**src/rtl/pipeline_hazard_ctrl.sv**
```systemverilog
// Hazard sequencer for a 5-stage pipeline.
// Combines load-use stalls, branch/jump squashes and data-memory wait
// freezes into per-register enable/flush strobes. It also selects the
// EX-stage forwarding sources, and traps a memory that never answers.
module pipeline_hazard_ctrl #(
    parameter int REG_W   = 5,
    parameter int TIMEOUT = 16,
    parameter int CNT_W   = 16
) (
    input  logic             clk,
    input  logic             rst_n,
    input  logic [REG_W-1:0] id_rs,
    input  logic [REG_W-1:0] id_rt,
    input  logic             id_uses_rt,
    input  logic             id_jump,
    input  logic             ex_mem_read,
    input  logic [REG_W-1:0] ex_rd,
    input  logic [REG_W-1:0] ex_rs,
    input  logic [REG_W-1:0] ex_rt,
    input  logic             ex_branch_taken,
    input  logic [REG_W-1:0] mem_rd,
    input  logic             mem_reg_write,
    input  logic             mem_access,
    input  logic             mem_ready,
    input  logic [REG_W-1:0] wb_rd,
    input  logic             wb_reg_write,
    output logic             pc_en,
    output logic             ifid_en,
    output logic             ifid_flush,
    output logic             idex_en,
    output logic             idex_flush,
    output logic             exmem_en,
    output logic             memwb_bubble,
    output logic [1:0]       fwd_a,
    output logic [1:0]       fwd_b,
    output logic             mem_timeout,
    output logic [CNT_W-1:0] stall_count
);

    localparam int WC_W = $clog2(TIMEOUT + 1);

    typedef enum logic [1:0] {RUN, MEM_WAIT, FAULT} state_t;

    state_t            state_reg, state_next;
    logic [WC_W-1:0]   wait_cnt_reg, wait_cnt_next;
    logic [CNT_W-1:0]  stall_cnt_reg;
    logic              memstall;
    logic              loaduse;
    logic              stall_win;

    assign memstall = mem_access & ~mem_ready;
    assign loaduse  = ex_mem_read & (ex_rd != '0) &
                      ((ex_rd == id_rs) | (id_uses_rt & (ex_rd == id_rt)));

    // State and wait counter registers.
    always_ff @(posedge clk or negedge rst_n) begin
        if (!rst_n) begin
            state_reg    <= RUN;
            wait_cnt_reg <= '0;
        end else begin
            state_reg    <= state_next;
            wait_cnt_reg <= wait_cnt_next;
        end
    end

    // Next state: count consecutive not-ready cycles, trap after TIMEOUT of them.
    always_comb begin
        state_next    = state_reg;
        wait_cnt_next = wait_cnt_reg;
        case (state_reg)
            RUN: begin
                if (memstall) begin
                    state_next    = MEM_WAIT;
                    wait_cnt_next = WC_W'(1);
                end
            end
            MEM_WAIT: begin
                if (memstall) begin
                    if (wait_cnt_reg == WC_W'(TIMEOUT - 1))
                        state_next = FAULT;
                    else
                        wait_cnt_next = wait_cnt_reg + 1'b1;
                end else begin
                    state_next    = RUN;
                    wait_cnt_next = '0;
                end
            end
            FAULT:   state_next = FAULT;
            default: state_next = RUN;
        endcase
    end

    // Pipeline strobes, resolved by priority within the current cycle.
    // The safe "everything frozen, bubble into WB" pattern is the default,
    // shared by reset, FAULT and memory stalls.
    always_comb begin
        pc_en        = 1'b0;
        ifid_en      = 1'b0;
        ifid_flush   = 1'b0;
        idex_en      = 1'b0;
        idex_flush   = 1'b0;
        exmem_en     = 1'b0;
        memwb_bubble = 1'b1;
        mem_timeout  = 1'b0;
        stall_win    = 1'b0;
        if (!rst_n) begin
            mem_timeout = 1'b0;
        end else if (state_reg == FAULT) begin
            mem_timeout = 1'b1;
        end else if (memstall) begin
            stall_win = 1'b1;
        end else begin
            pc_en        = 1'b1;
            ifid_en      = 1'b1;
            idex_en      = 1'b1;
            exmem_en     = 1'b1;
            memwb_bubble = 1'b0;
            if (ex_branch_taken) begin
                ifid_flush = 1'b1;
                idex_flush = 1'b1;
            end else if (loaduse) begin
                // Hold PC and IF/ID, insert one bubble behind the load.
                pc_en      = 1'b0;
                ifid_en    = 1'b0;
                idex_flush = 1'b1;
                stall_win  = 1'b1;
            end else if (id_jump) begin
                ifid_flush = 1'b1;
            end
        end
    end

    // Saturating count of cycles lost to memory waits and load-use stalls.
    always_ff @(posedge clk or negedge rst_n) begin
        if (!rst_n)
            stall_cnt_reg <= '0;
        else if (stall_win && (stall_cnt_reg != '1))
            stall_cnt_reg <= stall_cnt_reg + 1'b1;
    end

    assign stall_count = stall_cnt_reg;

    // Forwarding selects for both EX operands; EX/MEM beats MEM/WB.
    logic [REG_W-1:0] ex_src [2];
    logic [1:0]       fwd_sel [2];

    assign ex_src[0] = ex_rs;
    assign ex_src[1] = ex_rt;

    genvar gi;
    generate
        for (gi = 0; gi < 2; gi++) begin : g_fwd
            // Operand source select, forced to register file during reset.
            always_comb begin
                fwd_sel[gi] = 2'b00;
                if (rst_n) begin
                    if (mem_reg_write && (mem_rd != '0) && (mem_rd == ex_src[gi]))
                        fwd_sel[gi] = 2'b10;
                    else if (wb_reg_write && (wb_rd != '0) && (wb_rd == ex_src[gi]))
                        fwd_sel[gi] = 2'b01;
                end
            end
        end
    endgenerate

    assign fwd_a = fwd_sel[0];
    assign fwd_b = fwd_sel[1];

endmodule

```
**config.mk**
```make
export PLATFORM = sky130hd
export DESIGN_NAME = pipeline_hazard_ctrl
export DESIGN_NICKNAME = d
export VERILOG_FILES = /design/src/rtl/pipeline_hazard_ctrl.sv
export SDC_FILE = /design/constraint.sdc
export NUM_CORES = 1
export LEC_CHECK = 0
export CORE_AREA = 2 2 66 68
export CTS_CLUSTER_SIZE = 16
export DETAILED_ROUTE_END_ITERATION = 8
export DIE_AREA = 0 0 68 70
export PLACE_DENSITY = 0.89
export SYNTH_ARGS = -nofsm -noshare
export SYNTH_HDL_FRONTEND = slang
export SYNTH_SLANG_ARGS = --single-unit
```
**constraint.sdc**
```tcl
create_clock -name clk -period 2.6 [get_ports clk]
set_input_delay 0.39 -clock clk [delete_from_list [all_inputs] [get_ports clk]]
set_output_delay 0.39 -clock clk [all_outputs]
set_load 0.01 [all_outputs]
```
# == Word level (Yosys, flattened, before mapping) ==
# Cells that the tools add are included.
# totals
reg_bits,23
latch_bits,0
ramBits,0
mem_bits_ro,0
inputBits,45
output_inout_bits,28
elab_cells,80
n_memories,0
# op_classes
n_addsub,2
multipliers,0
div,0
order_cmp,0
eq_ne,13
n_shift,0
n_mux,42
bitwise_logic,6
n_reduce_logical,14
# ops
op,n
5-bit == test,6
1-bit 2-to-1 mux,30
"16-bit by 1-bit adder with 16-bit output, second input constant",1
"16-bit inequality test, second input constant",1
5-bit 2-to-1 mux,3
5-bit nonzero test,3
2-bit 2-to-1 mux,7
5-bit one-hot mux with 2 select lines,1
1-bit logical AND,7
"3-bit inequality test, second input constant",2
2-bit one-hot mux with 3 select lines,1
"5-bit by 1-bit adder with 5-bit output, second input constant",1
"5-bit by 4-bit == test with 1-bit output, second input constant",1
1-bit bitwise AND,4
3-bit AND reduction,1
"2-bit by 1-bit == test with 1-bit output, second input constant",1
"2-bit == test, second input constant",1
2-bit logical NOT,1
"2-bit inequality test, second input constant",1
2-bit AND reduction,1
2-bit nonzero test,1
1-bit NOT,1
1-bit bitwise OR,1

# == Logic depth before layout (Yosys ltp) ==
# Gate-level depths: netlist of run 1.
# depth
ltp_word,10
depth_mapped,9
depth_no_buf,8

# == Worst setup path before layout of run 1 ==
# Ideal clock, no wire load.
# synth_path
path_type,input port to output port
startpoint,input port ex_rd[1]
endpoint,output port pc_en
arrival_time_ps,1754
t_required_ps,2210
path_slack_ps,456
cell_stages,6
n_path_buf,1
cell_sequence,or4_2 o21ai_0 or2_2 nor2_1 nor2_1 buf_4
# synth_via
elab_chain_cells,9
elab_cells_between_ends,12
classes_between,2 x eq/ne; 5 x mux; 4 x bitwise; 1 x reduce/logical
# synth_lines
element,line_no,source
start: declaration,17,"input logic [REG_W-1:0] ex_rd,"
5-bit == test,53,((ex_rd == id_rs) | (id_uses_rt & (ex_rd == id_rt)));
1-bit bitwise AND,53,
1-bit bitwise OR,53,
1-bit bitwise AND (*),52,assign loaduse = ex_mem_read & (ex_rd != '0) &
1-bit 2-to-1 mux (*) (5 in series),--,
end: declaration,27,"output logic pc_en,"
# Every way passes the cells marked *; elsewhere a longest branch is shown, timed or not.

# == Worst setup path after layout of run 1 ==
# layout_path
startpoint,input port ex_rd[1]
endpoint,output port ifid_flush
# layout_via
elab_chain_cells,9
elab_cells_between_ends,12
classes_between,2 x eq/ne; 5 x mux; 4 x bitwise; 1 x reduce/logical
# layout_lines
element,line_no,source
5-bit == test,53,
1-bit bitwise AND,53,
1-bit bitwise OR,53,
1-bit bitwise AND (*),52,
1-bit 2-to-1 mux (*),121,end else if (loaduse) begin
1-bit 2-to-1 mux (*),118,if (ex_branch_taken) begin
1-bit 2-to-1 mux (*),110,end else if (memstall) begin
1-bit 2-to-1 mux (*),108,end else if (state_reg == FAULT) begin
1-bit 2-to-1 mux (*),106,if (!rst_n) begin
end: declaration,29,"output logic ifid_flush,"
# Marks and branches as above.

==> impl_results.md, run 1 <==
- Status: finished clean
- Initial Util: 0.3946
- Fmax: a little under 400 MHz
- P_leak: 1.179 nW
- P per Cell Area: 382.0 mW/mm^2
- IO Pins: 73
- Crit. End Element: primary output
- Worst Hold Class: flop to flop
- Crit share post-route: 0.9948
- Synth Flop Type: dfrtp_1
- Slew of the pin with the lowest slew margin: around 0.58 ns
- Sequential share of the synthesized area: 0.3520
- DRC: 0
- Crit path cell chain: clkdlybuf4s50_1, or4_2, o21ai_2, or2_4, a21oi_2, nor2_1, buf_2
- Crit start category: input port
- Yosys synthesis warning count: 0
- CTS max path bufs: 2
- Worst path max stage delay: 0.69 ns
- Worst hold-check slack: 0.4962 ns
- DRT iter0 DRCs: 93
- Nets: 328
- Vias: 1728
- Final Total Pwr: 1.021 mW
- Buffers on Ports: approximately 70
- Drt wl/cell: 14.12 um
- Post-synth ARST share: 1.000
- Yosys top cell area share: 0.3520
- Area growth, synth to finish: 63.43%
- Core footprint: 0.004144 sq mm
- CTS clk-pin slew, worst paths: 0.08 ns
- H-tree depth: 1
- CTS tree: built
- Post-synthesis cell count: 182
- Die ar.: 0.004760 sq mm
- Die width: 68 um
- Setup Skew: about 0.0043 ns
- Antenna cell count: 0
- Slew Viols, Final: 0
- Final Critical Period: 2.586 ns
- Root buffer cell: clkbuf_8
- Hold Fails Final Rpt: 0
- Num CTS Buffers: 3
- Routed WL: 4674 um
- CP max FO: 3
- Critical path type: input port to primary output
- Req. time, crit path: roughly 2.2 ns
- Total Routing Usage GR: 0.1929
- Global route overflow: 0
- VDD IR max: 0.0004415 V
- Via-to-Cell Ratio: around 5.2
- # setup viols final: 0
- Rows: 24
- Yosys reg bits: 23
- Largest cells by area after synthesis: dfrtp_1, xor2_1, nand3_1
- Worst EP arrival: roughly 2.2 ns
- Max Cap Viol: 0
- Global-route wire length before repair: 7265 um
- Synthesized cell area: 0.001635 sq mm
- Vias in the first global route: 1712
- Chip Height: 70 um
- CTS Sinks: 23
- Slew margin rel.: 0.6079
- Commonest cells in the netlist: xor2_1, dfrtp_1, nand2_1, nand3_1, nor3_1
- Synthesized area per cell: 8.985 sq um
- Clk_lat worst skew: 0.26 ns
- Share of cells above drive strength 1: 0.2007
- Largest net degree at the start of global routing: 30
- Post-synth top area cell: dfrtp_1
- Top-count cell post-synth: xor2_1
- Mapped Nets: 230
- Post-synth EDFFs: 0
- Synth unique cells: 35
- Hpwl dp: 3432 um
- Initial antenna violation count: 0
- 1st-pass router iterations: 4
- Cell at the slowest stage of the critical path: or4_2
- ANT nets after route: 0
- Placer congestion estimate: about 0.87
- Util after Layout: 0.6449
- Largest register FFs: 16
## final timing paths
kind	from	to	slack (ns)	depth (start not counted)
setup reg to reg	stall_count[7]$_DFFE_PN0P_	stall_count[6]$_DFFE_PN0P_	0.50	7
hold reg to reg	stall_count[3]$_DFFE_PN0P_	stall_count[3]$_DFFE_PN0P_	0.50	1
hold / removal	stall_count[3]$_DFFE_PN0P_	stall_count[3]$_DFFE_PN0P_	0.50	1
setup / recovery	ex_rd[1]	ifid_flush	0.01	7
max in group asynchronous	rst_n	stall_count[6]$_DFFE_PN0P_	1.85	2
min in group asynchronous	rst_n	wait_cnt_reg[4]$_DFFE_PN0P_	0.54	2
## through the flow
stage               setup WS (ns)  std cells  area, sq um  setup TNS, ns
floorplan                  0.4555        182         1635              0
global placement          -0.3328        325         2567         -2.502
detailed placement        -0.3833        325         2567         -3.037
CTS                      0.002645        330         2636              0
global route             -0.01469        331         2673       -0.06892
finish                    0.01354        331         2673              0
## what timing repair did
item | CTS | global route
pin swaps | 1 | 3
setup buffers | 1 | 1
resized for setup | 23 | 22
gates cloned | 0 | 0
endpoints found under the setup margin | 8 | 19
hold buffers | 0 | 0
## final cells by class
| cell class | count | area [sq um] |
|---|---|---|
| timing repair buffer | 98 | 888.4 |
| inverter | 7 | 26.28 |
| sequential | 23 | 575.6 |
| tap | 52 | 65.06 |
| fill | 353 | 1471 |
| clock buffer | 4 | 45.04 |
| multi-input combinational | 147 | 1072 |
## report_power, final
part | switching [mW] | internal (mW) | leakage [nW] | total [mW]
registers | 0.0459 | 0.395 | 0.310 | 0.441
clock network | 0.114 | 0.109 | 0.0228 | 0.223
logic | 0.142 | 0.214 | 0.846 | 0.357
## critical path, delay by kind of cell
family	cells	cell delay (ns)
simple gates	3	0.97
buf+inv	2	0.60
compound gates	2	0.24
## cell usage in the layout (no fill, tap or decap), types with 4 or more instances in the layout
| cell type | Yosys | final |
|---|---|---|
| dfrtp_1 | 23 | 23 |
| xor2_1 | 36 | 36 |
| o21ai_0 | 10 | 8 |
| a21oi_1 | 5 | 4 |
| buf_4 | 2 | 25 |
| nand3_1 | 13 | 13 |
| nor3_2 | 0 | 5 |
| nand2_1 | 13 | 13 |
| nor4_2 | 2 | 5 |
| clkdlybuf4s50_1 | 0 | 62 |
| nor3_1 | 11 | 6 |
| xnor2_1 | 7 | 7 |
| nor2_1 | 9 | 8 |
| inv_1 | 7 | 7 |
| or4_1 | 4 | 4 |
## cell families (layout without fill, tap and decap cells)
logic type / count (synthesis) / count (layout) / share of synthesized area
XOR/XNOR: 43 / 43 / 0.2303
adder cells (fa/ha/maj): 3 / 3 / 0.02296
flip-flops: 23 / 23 / 0.3519
AO/OA/AOI/OAI: 23 / 23 / 0.08417
AND/OR/NAND/NOR: 75 / 75 / 0.2533
buffers and inverters: 12 / 109 / 0.03673
multiplexers: 3 / 3 / 0.02066
## per-layer routing
metal | vias up | track usage | wire (um)
li1 | 839 | - | -
met1 | 838 | 0.2193 | 1824
met2 | 43 | 0.3581 | 2609
met3 | 8 | 0.03865 | 178
met4 | 0 | 0.04222 | 61
met5 | - | 0 | 0
(Power assumes the default switching activity.)
==> run 2, diff against run 1 <==
SLEW_MARGIN = 20   (was default)
==> results of run 2 <==
Same layout as run 1: the final DEF is identical, and so are final timing and power.
